File: src/rtl/rf_write_sched_if.sv
// Request, register-file write and hazard-query signals of rf_write_sched.
// slave is the scheduler side; master is the requester / register-file side.
interface rf_write_sched_if;
    logic        req0_valid;
    logic [2:0]  req0_addr;
    logic [14:0] req0_data;
    logic        req0_ready;
    logic        req1_valid;
    logic [2:0]  req1_addr;
    logic [14:0] req1_data;
    logic        req1_ready;
    logic [2:0]  rf_wa;
    logic [14:0] rf_wd;
    logic        rf_we;
    logic [2:0]  rd1_addr;
    logic [2:0]  rd2_addr;
    logic        hazard1;
    logic        hazard2;
    logic        drop_err;

    modport slave (
        input  req0_valid, req0_addr, req0_data,
        input  req1_valid, req1_addr, req1_data,
        input  rd1_addr, rd2_addr,
        output req0_ready, req1_ready,
        output rf_wa, rf_wd, rf_we,
        output hazard1, hazard2, drop_err
    );

    modport master (
        output req0_valid, req0_addr, req0_data,
        output req1_valid, req1_addr, req1_data,
        output rd1_addr, rd2_addr,
        input  req0_ready, req1_ready,
        input  rf_wa, rf_wd, rf_we,
        input  hazard1, hazard2, drop_err
    );
endinterface

File: src/rtl/rf_write_sched.sv
// Two-requester register-file write scheduler. Each requester feeds its own
// DEPTH-entry FIFO; one head per cycle is granted round-robin and registered
// onto the register-file write port. Writes to address 7 are accepted but
// discarded (sticky drop_err). hazard1/2 flag reads that hit a pending write.
module rf_write_sched #(
    parameter int DEPTH = 2
) (
    input  logic            clk,
    input  logic            rst,
    rf_write_sched_if.slave bus
);
    localparam int DATA_W = 15;
    localparam int ADDR_W = 3;
    localparam int PTR_W  = $clog2(DEPTH);
    localparam int CNT_W  = PTR_W + 1;
    localparam logic [ADDR_W-1:0] DROP_ADDR = 3'd7;

    logic [1:0]        req_valid;
    logic [ADDR_W-1:0] req_addr [2];
    logic [DATA_W-1:0] req_data [2];
    logic [1:0]        req_ready;

    logic [ADDR_W-1:0] mem_addr [2][DEPTH];
    logic [DATA_W-1:0] mem_data [2][DEPTH];
    logic [PTR_W-1:0]  wr_ptr [2];
    logic [PTR_W-1:0]  rd_ptr [2];
    logic [CNT_W-1:0]  cnt [2];

    logic [1:0] full;
    logic [1:0] empty;
    logic [1:0] accept;
    logic [1:0] push;
    logic [1:0] pop;

    // last_grant = 1 means requester 1 was served most recently
    logic last_grant;
    logic grant_vld;
    logic grant_sel;

    logic              we_p1;
    logic [ADDR_W-1:0] wa_p1;
    logic [DATA_W-1:0] wd_p1;
    logic              drop_err_q;
    logic              hz1;
    logic              hz2;

    assign req_valid   = {bus.req1_valid, bus.req0_valid};
    assign req_addr[0] = bus.req0_addr;
    assign req_addr[1] = bus.req1_addr;
    assign req_data[0] = bus.req0_data;
    assign req_data[1] = bus.req1_data;

    assign bus.req0_ready = req_ready[0];
    assign bus.req1_ready = req_ready[1];
    assign bus.rf_we      = we_p1;
    assign bus.rf_wa      = wa_p1;
    assign bus.rf_wd      = wd_p1;
    assign bus.drop_err   = drop_err_q;
    assign bus.hazard1    = hz1;
    assign bus.hazard2    = hz2;

    // FIFO status and handshake: ready is purely "not full" (no bypass) and low during reset
    always_comb begin
        full      = '0;
        empty     = '0;
        req_ready = '0;
        accept    = '0;
        push      = '0;
        for (int n = 0; n < 2; n++) begin
            full[n]      = (cnt[n] == CNT_W'(DEPTH));
            empty[n]     = (cnt[n] == '0);
            req_ready[n] = !full[n] && !rst;
            accept[n]    = req_valid[n] && req_ready[n];
            push[n]      = accept[n] && (req_addr[n] != DROP_ADDR);
        end
    end

    // Round-robin grant: a lone non-empty FIFO wins; on a tie the one not served last wins
    always_comb begin
        grant_vld = !empty[0] || !empty[1];
        grant_sel = 1'b0;
        if (!empty[0] && (empty[1] || last_grant)) begin
            grant_sel = 1'b0;
        end else if (!empty[1]) begin
            grant_sel = 1'b1;
        end
        pop = '0;
        if (grant_vld) begin
            pop[grant_sel] = 1'b1;
        end
    end

    // FIFO pointers and occupancy; pointers wrap modulo DEPTH
    always_ff @(posedge clk) begin
        for (int n = 0; n < 2; n++) begin
            if (rst) begin
                wr_ptr[n] <= '0;
                rd_ptr[n] <= '0;
                cnt[n]    <= '0;
            end else begin
                if (push[n]) begin
                    wr_ptr[n] <= wr_ptr[n] + 1'b1;
                end
                if (pop[n]) begin
                    rd_ptr[n] <= rd_ptr[n] + 1'b1;
                end
                cnt[n] <= cnt[n] + CNT_W'(push[n]) - CNT_W'(pop[n]);
            end
        end
    end

    // FIFO storage; only written on an accepted, non-dropped write
    always_ff @(posedge clk) begin
        for (int n = 0; n < 2; n++) begin
            if (push[n]) begin
                mem_addr[n][wr_ptr[n]] <= req_addr[n];
                mem_data[n][wr_ptr[n]] <= req_data[n];
            end
        end
    end

    // Stage p1: register the granted head onto the write port; hold address/data when idle
    always_ff @(posedge clk) begin
        if (rst) begin
            we_p1      <= 1'b0;
            wa_p1      <= '0;
            wd_p1      <= '0;
            last_grant <= 1'b1;
            drop_err_q <= 1'b0;
        end else begin
            we_p1 <= grant_vld;
            if (grant_vld) begin
                wa_p1      <= mem_addr[grant_sel][rd_ptr[grant_sel]];
                wd_p1      <= mem_data[grant_sel][rd_ptr[grant_sel]];
                last_grant <= grant_sel;
            end
            if (|(accept & ~push)) begin
                drop_err_q <= 1'b1;
            end
        end
    end

    // Hazard lookup: any occupied FIFO slot or the write being issued this cycle
    always_comb begin
        logic [PTR_W-1:0] offs;
        hz1  = 1'b0;
        hz2  = 1'b0;
        offs = '0;
        for (int n = 0; n < 2; n++) begin
            for (int i = 0; i < DEPTH; i++) begin
                offs = PTR_W'(i) - rd_ptr[n];
                if (CNT_W'(offs) < cnt[n]) begin
                    if (mem_addr[n][i] == bus.rd1_addr) hz1 = 1'b1;
                    if (mem_addr[n][i] == bus.rd2_addr) hz2 = 1'b1;
                end
            end
        end
        if (we_p1 && (wa_p1 == bus.rd1_addr)) hz1 = 1'b1;
        if (we_p1 && (wa_p1 == bus.rd2_addr)) hz2 = 1'b1;
        if (bus.rd1_addr == DROP_ADDR) hz1 = 1'b0;
        if (bus.rd2_addr == DROP_ADDR) hz2 = 1'b0;
    end
endmodule

File: src/flat_wrapper.sv
// flat-port wrapper written by rule: the top's interface ports become plain ports
module rf_write_sched_flat 
#(
    parameter int DEPTH = 2
)
  (clk, rst, bus_req0_valid, bus_req0_addr, bus_req0_data, bus_req1_valid, bus_req1_addr, bus_req1_data, bus_rd1_addr, bus_rd2_addr, bus_req0_ready, bus_req1_ready, bus_rf_wa, bus_rf_wd, bus_rf_we, bus_hazard1, bus_hazard2, bus_drop_err);
  rf_write_sched_if bus_i ();
  input  logic clk;
  input  logic rst;
  input wire logic [$bits(bus_i.req0_valid)-1:0] bus_req0_valid;
  input wire logic [$bits(bus_i.req0_addr)-1:0] bus_req0_addr;
  input wire logic [$bits(bus_i.req0_data)-1:0] bus_req0_data;
  input wire logic [$bits(bus_i.req1_valid)-1:0] bus_req1_valid;
  input wire logic [$bits(bus_i.req1_addr)-1:0] bus_req1_addr;
  input wire logic [$bits(bus_i.req1_data)-1:0] bus_req1_data;
  input wire logic [$bits(bus_i.rd1_addr)-1:0] bus_rd1_addr;
  input wire logic [$bits(bus_i.rd2_addr)-1:0] bus_rd2_addr;
  output wire logic [$bits(bus_i.req0_ready)-1:0] bus_req0_ready;
  output wire logic [$bits(bus_i.req1_ready)-1:0] bus_req1_ready;
  output wire logic [$bits(bus_i.rf_wa)-1:0] bus_rf_wa;
  output wire logic [$bits(bus_i.rf_wd)-1:0] bus_rf_wd;
  output wire logic [$bits(bus_i.rf_we)-1:0] bus_rf_we;
  output wire logic [$bits(bus_i.hazard1)-1:0] bus_hazard1;
  output wire logic [$bits(bus_i.hazard2)-1:0] bus_hazard2;
  output wire logic [$bits(bus_i.drop_err)-1:0] bus_drop_err;
  assign bus_i.req0_valid = bus_req0_valid;
  assign bus_i.req0_addr = bus_req0_addr;
  assign bus_i.req0_data = bus_req0_data;
  assign bus_i.req1_valid = bus_req1_valid;
  assign bus_i.req1_addr = bus_req1_addr;
  assign bus_i.req1_data = bus_req1_data;
  assign bus_i.rd1_addr = bus_rd1_addr;
  assign bus_i.rd2_addr = bus_rd2_addr;
  assign bus_req0_ready = bus_i.req0_ready;
  assign bus_req1_ready = bus_i.req1_ready;
  assign bus_rf_wa = bus_i.rf_wa;
  assign bus_rf_wd = bus_i.rf_wd;
  assign bus_rf_we = bus_i.rf_we;
  assign bus_hazard1 = bus_i.hazard1;
  assign bus_hazard2 = bus_i.hazard2;
  assign bus_drop_err = bus_i.drop_err;
  rf_write_sched #(.DEPTH(DEPTH)) u_core (.clk(clk), .rst(rst), .bus(bus_i));
endmodule
File: config.mk
export PLATFORM = sky130hd
export DESIGN_NAME = rf_write_sched_flat
export DESIGN_NICKNAME = d
export VERILOG_FILES = /design/src/rtl/rf_write_sched_if.sv /design/src/rtl/rf_write_sched.sv /design/src/flat_wrapper.sv
export SDC_FILE = /design/constraint.sdc
export NUM_CORES = 1
export LEC_CHECK = 0
export ABC_AREA = 0
export BUFFER_PORTS_ARGS = -buffer_cell sky130_fd_sc_hd__buf_4
export CORE_AREA = 2 2 91 93
export CTS_CLUSTER_DIAMETER = 120
export DETAILED_ROUTE_END_ITERATION = 7
export DIE_AREA = 0 0 93 95
export GPL_TIMING_DRIVEN = 1
export HOLD_SLACK_MARGIN = 0.06
export PLACE_DENSITY = 0.78
export RECOVER_POWER = 100
export SLEW_MARGIN = 25
export SYNTH_ARGS = -nofsm -noshare
export SYNTH_HDL_FRONTEND = slang
export SYNTH_SLANG_ARGS = --single-unit
File: constraint.sdc
create_clock -name clk -period 2.8 [get_ports clk]
set_input_delay 0.84 -clock clk [delete_from_list [all_inputs] [get_ports clk]]
set_output_delay 0.84 -clock clk [all_outputs]
set_load 0.05 [all_outputs]
---- After elaboration in Yosys (flattened, before gate mapping) ----
Memories as Yosys holds them, arrays and structs flattened.
Index checks and enable logic that the tools add are counted.
storage, ports and cells
  output and inout port bits .............. 24
  register bits ........................... 21
  input port bits ......................... 46
  bits in writable memories ............... 80
  word-level logic and storage cells ...... 146
  memories ................................ 5
memory list
  name             words  bits a word  rd ports  clocked after Yosys merged registers in  wr ports  RTL line              text
  u_core.mem_data  2      30           1         0                                        2         rf_write_sched.sv:24  logic [DATA_W-1:0] mem_data [2][DEPTH];
  u_core.mem_addr  2      6            3         0                                        2         rf_write_sched.sv:23  logic [ADDR_W-1:0] mem_addr [2][DEPTH];
  u_core.cnt       2      2            2         0                                        2         rf_write_sched.sv:27  logic [CNT_W-1:0] cnt [2];
  u_core.rd_ptr    2      1            3         0                                        2         rf_write_sched.sv:26  logic [PTR_W-1:0] rd_ptr [2];
  u_core.wr_ptr    2      1            2         0                                        2         rf_write_sched.sv:25  logic [PTR_W-1:0] wr_ptr [2];
cells by class
  $lt $le $gt $ge ......................... 11
  bitwise operators ....................... 11
  equality and inequality tests ........... 16
  multiplexer cells ....................... 64
  add/sub/neg operators ................... 12
  reductions and logical operators ........ 22
operator list
  operator                                                    count
  two-way mux 15 bit                                          5
  two-way mux 30 bit                                          2
  two-way mux 1 bit                                           42
  demux 15 bit (select 1 bit)                                 2
  == test 3 bit                                               10
  two-way mux 3 bit                                           5
  logical AND 1 bit                                           12
  two-way mux 6 bit                                           2
  less-than comparator 1 x 2 -> 1 bit                         4
  demux 3 bit (select 1 bit)                                  2
  == test 3 bit, second input constant                        2
  >= comparator 2 bit, second input constant                  3
  two-way mux 2 bit                                           3
  inequality test 3 bit, second input constant                2
  inverter 1 -> 2 bit                                         3
  bitwise OR 1 bit                                            6
  zero test 1 bit                                             5
  adder 1 bit, second input constant                          4
  adder 2 x 1 -> 2 bit                                        2
  == test 2 bit, second input constant                        2
  zero test 2 bit                                             2
  less-than comparator 2 x 1 -> 1 bit, second input constant  2
  subtractor 1 bit, first input constant                      4
  subtractor 2 x 1 -> 2 bit                                   2
  other kinds (7)                                             8

---- Depth between registers and ports, before layout ----
  depth in word-level cells ............... 13
  mapped depth ............................ 9
  mapped depth without buffers ............ 8

---- Worst setup path before layout ----
No wires, ideal clock.
  path kind ............................... input port to flip-flop
  start point ............................. input port rst
  end point ............................... memory u_core.mem_addr[0][3] (netlist name) (enable)
  path buffers ............................ 1
  path slack .............................. -0.518 ns
  required time ........................... 2.407 ns
  data arrival time ....................... 2.925 ns
  library setup time ...................... 0.393 ns
  cell stages on the path ................. 4
  cell sequence ........................... buf_6 > a21oi_1 > nand3_1 > nor2_1
RTL lines
  element          RTL line              text
  start, declared  flat_wrapper.sv:9     input logic rst;
  end, declared    rf_write_sched.sv:23

---- Final worst setup path ----
  start point ............................. input port bus_rd1_addr[1]
  end point ............................... output port bus_hazard1
between the ends
  word-level cells in the longest chain between the ends .. 11
  elaborated cells on any way between the ends .. 17
  those cells by class .................... eq/ne (6); mux (10); reduce/logical (1)
ends and longest elaborated chain
  element                RTL line               text
  start, declared        flat_wrapper.sv:16     input wire logic [$bits(bus_i.rd1_addr)-1:0] bus_rd1_addr;
  == test 3 bit          rf_write_sched.sv:153  if (mem_addr[n][i] == bus.rd1_addr) hz1 = 1'b1;
  two-way mux 1 bit      rf_write_sched.sv:153
  two-way mux 1 bit      rf_write_sched.sv:152  if (CNT_W'(offs) < cnt[n]) begin
  two-way mux 1 bit      rf_write_sched.sv:153
  two-way mux 1 bit      rf_write_sched.sv:152
  two-way mux 1 bit      rf_write_sched.sv:153
  two-way mux 1 bit      rf_write_sched.sv:152
  two-way mux 1 bit      rf_write_sched.sv:153
  two-way mux 1 bit      rf_write_sched.sv:152
  two-way mux 1 bit      rf_write_sched.sv:158  if (we_p1 && (wa_p1 == bus.rd1_addr)) hz1 = 1'b1;
  two-way mux 1 bit (*)  rf_write_sched.sv:160  if (bus.rd1_addr == DROP_ADDR) hz1 = 1'b0;
  end, declared          flat_wrapper.sv:23     output wire logic [$bits(bus_i.hazard1)-1:0] bus_hazard1;
Mark *: on every way between the ends. The rest lies on a longest branch, timed or not.

==> reports/qor.txt <==
run status -> completed
unrepaired setup endpoints after global routing -> yes
Critical Path Start -> bus_rd1_addr[1]
DP Cell Count -> 463
post-route ant nets -> 0
number of fill cells in the layout -> 648
P&R area growth vs syn -> 15.5%
initial core utilization -> 0.545
Slew HR -> 0.444
pwr dens -> 896 nW/µm²
Cell Area, Synth -> 4320 µm²
Synth cell types -> 42
die area -> 8840 µm²
Worst Hold Class -> flip-flop to flip-flop
CTS Buf Count -> 9
hold wc startpoint -> u_core.bus.rf_wd[3]$_SDFFE_PP0P_
WL final -> 8.77 mm
largest net degree at the start of global routing -> 20
first-pass GRT wire length -> 13.7 mm
Crit Path Category -> input pin to output port
Pwr Total -> 4.47 mW
number of setup buffers added after CTS -> 0
Tmin final -> 2770 ps
starting DRC count in detailed routing -> 172
CP Capture Type -> output port
Worst path slowest cell -> or4_1
Clk Latency, worst-skew pair -> 360 ps
critical path cell sequence -> buf_6 -> xor2_1 -> or4_1 -> nand2_2 -> o31a_4 -> buf_8
Fin. Hold Viols -> 0
Cell Count, Final, Fillers Out -> 479
DR pass1 iterations -> 4
initial antenna violation count -> 0
CTS clk-pin slew, worst paths -> 90 ps
Setup Skew -> 11.6 ps
root buffer cell -> clkbuf_8
CTS Buffer Depth -> 2
Worst Tran Pin Value -> 834 ps
Syn Nets -> 346
Mapped Cells -> 296
Worst setup SP type -> input pin
DR vias -> 2677
CTS hold repair buffers -> 0
Post-Syn Area per Cell -> 14.6 µm²
# clock sinks -> 101
die width -> 93 µm
fin crit share -> 0.989
Ys Warns -> 0
max-slew violations -> 0
Ant. Diodes -> 0
via density per instance -> 5.59
setup_tns -> 0 ps
P_leak -> 1.82 nW
wire per inst -> 18.3 µm
DRC errors left -> 0
Max Fclk -> 0.361 GHz
Total GRT Usage -> 0.209
Detailed Place HPWL -> 6.07 mm
Seq/Total Area, Yosys -> 0.644
# IOs -> 70
H-tree lvl count -> 3
die height -> 95 µm
num rows -> 33
CTS tree -> built
CP max stage delay -> 520 ps
vias in the first global route -> 2715
# setup viols final -> 0
Critical Path RT -> 1960 ps
Worst Path Arrival -> 1930 ps
Post-layout nets -> 419
fraction of layout cells with a size suffix above 1 -> 0.254
core area -> 7930 µm²
Min Hold Slack -> 498 ps
Max Cap Violations -> 0
worst vdd ir -> 0.000518 V
Routability Congestion -> 0.970
PortBufs -> 69
Reg2Reg Launch Point -> u_core.cnt[1][0]$_SDFF_PP0_
Synth Register Bits -> 101
worst-path maximum fanout -> 2
overflow left after global routing -> 0
worst max-delay path: cells and delay by family:
family | cells | cell delay [ps]
compound gates | 1 | 120
xor+xnor | 1 | 130
buf+inv | 2 | 230
simple gates | 2 | 600
layout by cell type, fill, tap and decap left out, drive strengths merged, types with 3 or more instances in the layout:
cell,netlist,routed
ha,4,4
nand2,3,3
clkbuf,11,73
mux2i,18,18
xnor2,20,20
nor2,28,28
dfxtp,25,25
a221o,18,18
buf,7,18
a21oi,6,6
mux2,18,18
o2111ai,4,4
nand3,7,7
inv,7,8
xor2,14,14
nor2b,5,5
edfxtp,76,76
nand2b,3,3
final timing paths:
path	endpoint	slack [ps]	cells after the start
hold reg to reg	u_core.bus.rf_wd[3]$_SDFFE_PP0P_	500	1
hold / removal	u_core.bus.rf_wd[3]$_SDFFE_PP0P_	500	1
setup reg to reg	u_core.mem_data[1][8]$_DFFE_PP_	680	6
setup / recovery	bus_hazard1	30	6
final cells by class:
type	count	area (µm²)	share of cell area
Clock buffer	10	128	0.0256
Clock inverter	6	85.1	0.0170
Inverter	7	26.3	0.00526
Multi-Input combinational cell	169	1360	0.273
Sequential cell	101	2780	0.558
Tap cell	105	131	0.0263
Timing Repair Buffer	81	475	0.0952
power breakdown:
| group | total [mW] | internal [mW] | switching [mW] |
|---|---|---|---|
| Sequential | 1.98 | 1.83 | 0.153 |
| Clock | 0.979 | 0.502 | 0.476 |
| Combinational | 1.52 | 0.580 | 0.937 |
| Total | 4.47 | 2.91 | 1.57 |
sequential cells by signal (all words and copies together), names as in the netlist:
register             cells
u_core.bus.drop_err      1
u_core.bus.rf_wa         3
u_core.bus.rf_wd        15
u_core.bus.rf_we         1
u_core.cnt               4
u_core.last_grant        1
u_core.mem_addr         12
u_core.mem_data         60
u_core.rd_ptr            2
u_core.wr_ptr            2
synthesized netlist by cell type (all sizes together):
cell | n | area [µm²]
a21o | 1 | 8.76
a21oi | 6 | 30.0
a221o | 18 | 191
a31oi | 1 | 6.26
and2 | 2 | 12.5
and3 | 2 | 12.5
and3b | 1 | 8.76
buf | 7 | 70.1
clkbuf | 11 | 72.6
dfxtp | 25 | 500
dlygate4sd1 | 1 | 8.76
edfxtp | 76 | 2280
ha | 4 | 50.1
inv | 7 | 26.3
mux2 | 18 | 203
mux2i | 18 | 180
nand2 | 3 | 11.3
nand2b | 3 | 18.8
nand3 | 7 | 35.0
nand4 | 2 | 12.5
nor2 | 28 | 115
nor2b | 5 | 31.3
nor3 | 1 | 5.00
nor4 | 2 | 12.5
o2111ai | 4 | 35.0
o21ai | 1 | 16.3
o22ai | 1 | 12.5
o31a | 2 | 17.5
o41ai | 1 | 8.76
or2 | 1 | 6.26
or3 | 1 | 6.26
or3b | 1 | 8.76
or4 | 1 | 7.51
xnor2 | 20 | 175
xor2 | 14 | 123
timing repair:
action	4_1_cts	5_1_grt
pin swaps	1	4
endpoints found under the setup margin	1	2
gates resized for setup	2	4
per-layer routing:
layer	global-route usage	share of wire	up-vias
met5	0	0	-
met4	0.0760	0.018	0
met3	0.0463	0.054	19
met2	0.360	0.50	92
met1	0.262	0.42	1320
li1	-	-	1246
per-stage QoR:
step / utilization / cell area, µm² / worst slack (ps)
detailed placement: 0.623 / 4940 / -30.4
global route: 0.630 / 4990 / -1.07
CTS: 0.651 / 5160 / 9.45
global placement: 0.623 / 4940 / -27.5
finish: 0.630 / 4990 / 30.3
floorplan: - / 4340 / -300
kinds of logic (layout without fill, tap and decap cells):
family                   Yosys count  in the layout  share of synthesized area
flip-flops                       101            101                      0.644
AND/OR/NAND/NOR                   60             60                     0.0704
buffers and inverters             26            104                     0.0411
AO/OA/AOI/OAI                     35             35                     0.0756
XOR/XNOR                          34             34                     0.0689
adder cells (fa/ha/maj)            4              4                     0.0116
multiplexers                      36             36                     0.0886
Power figures use the tool's default switching activity.
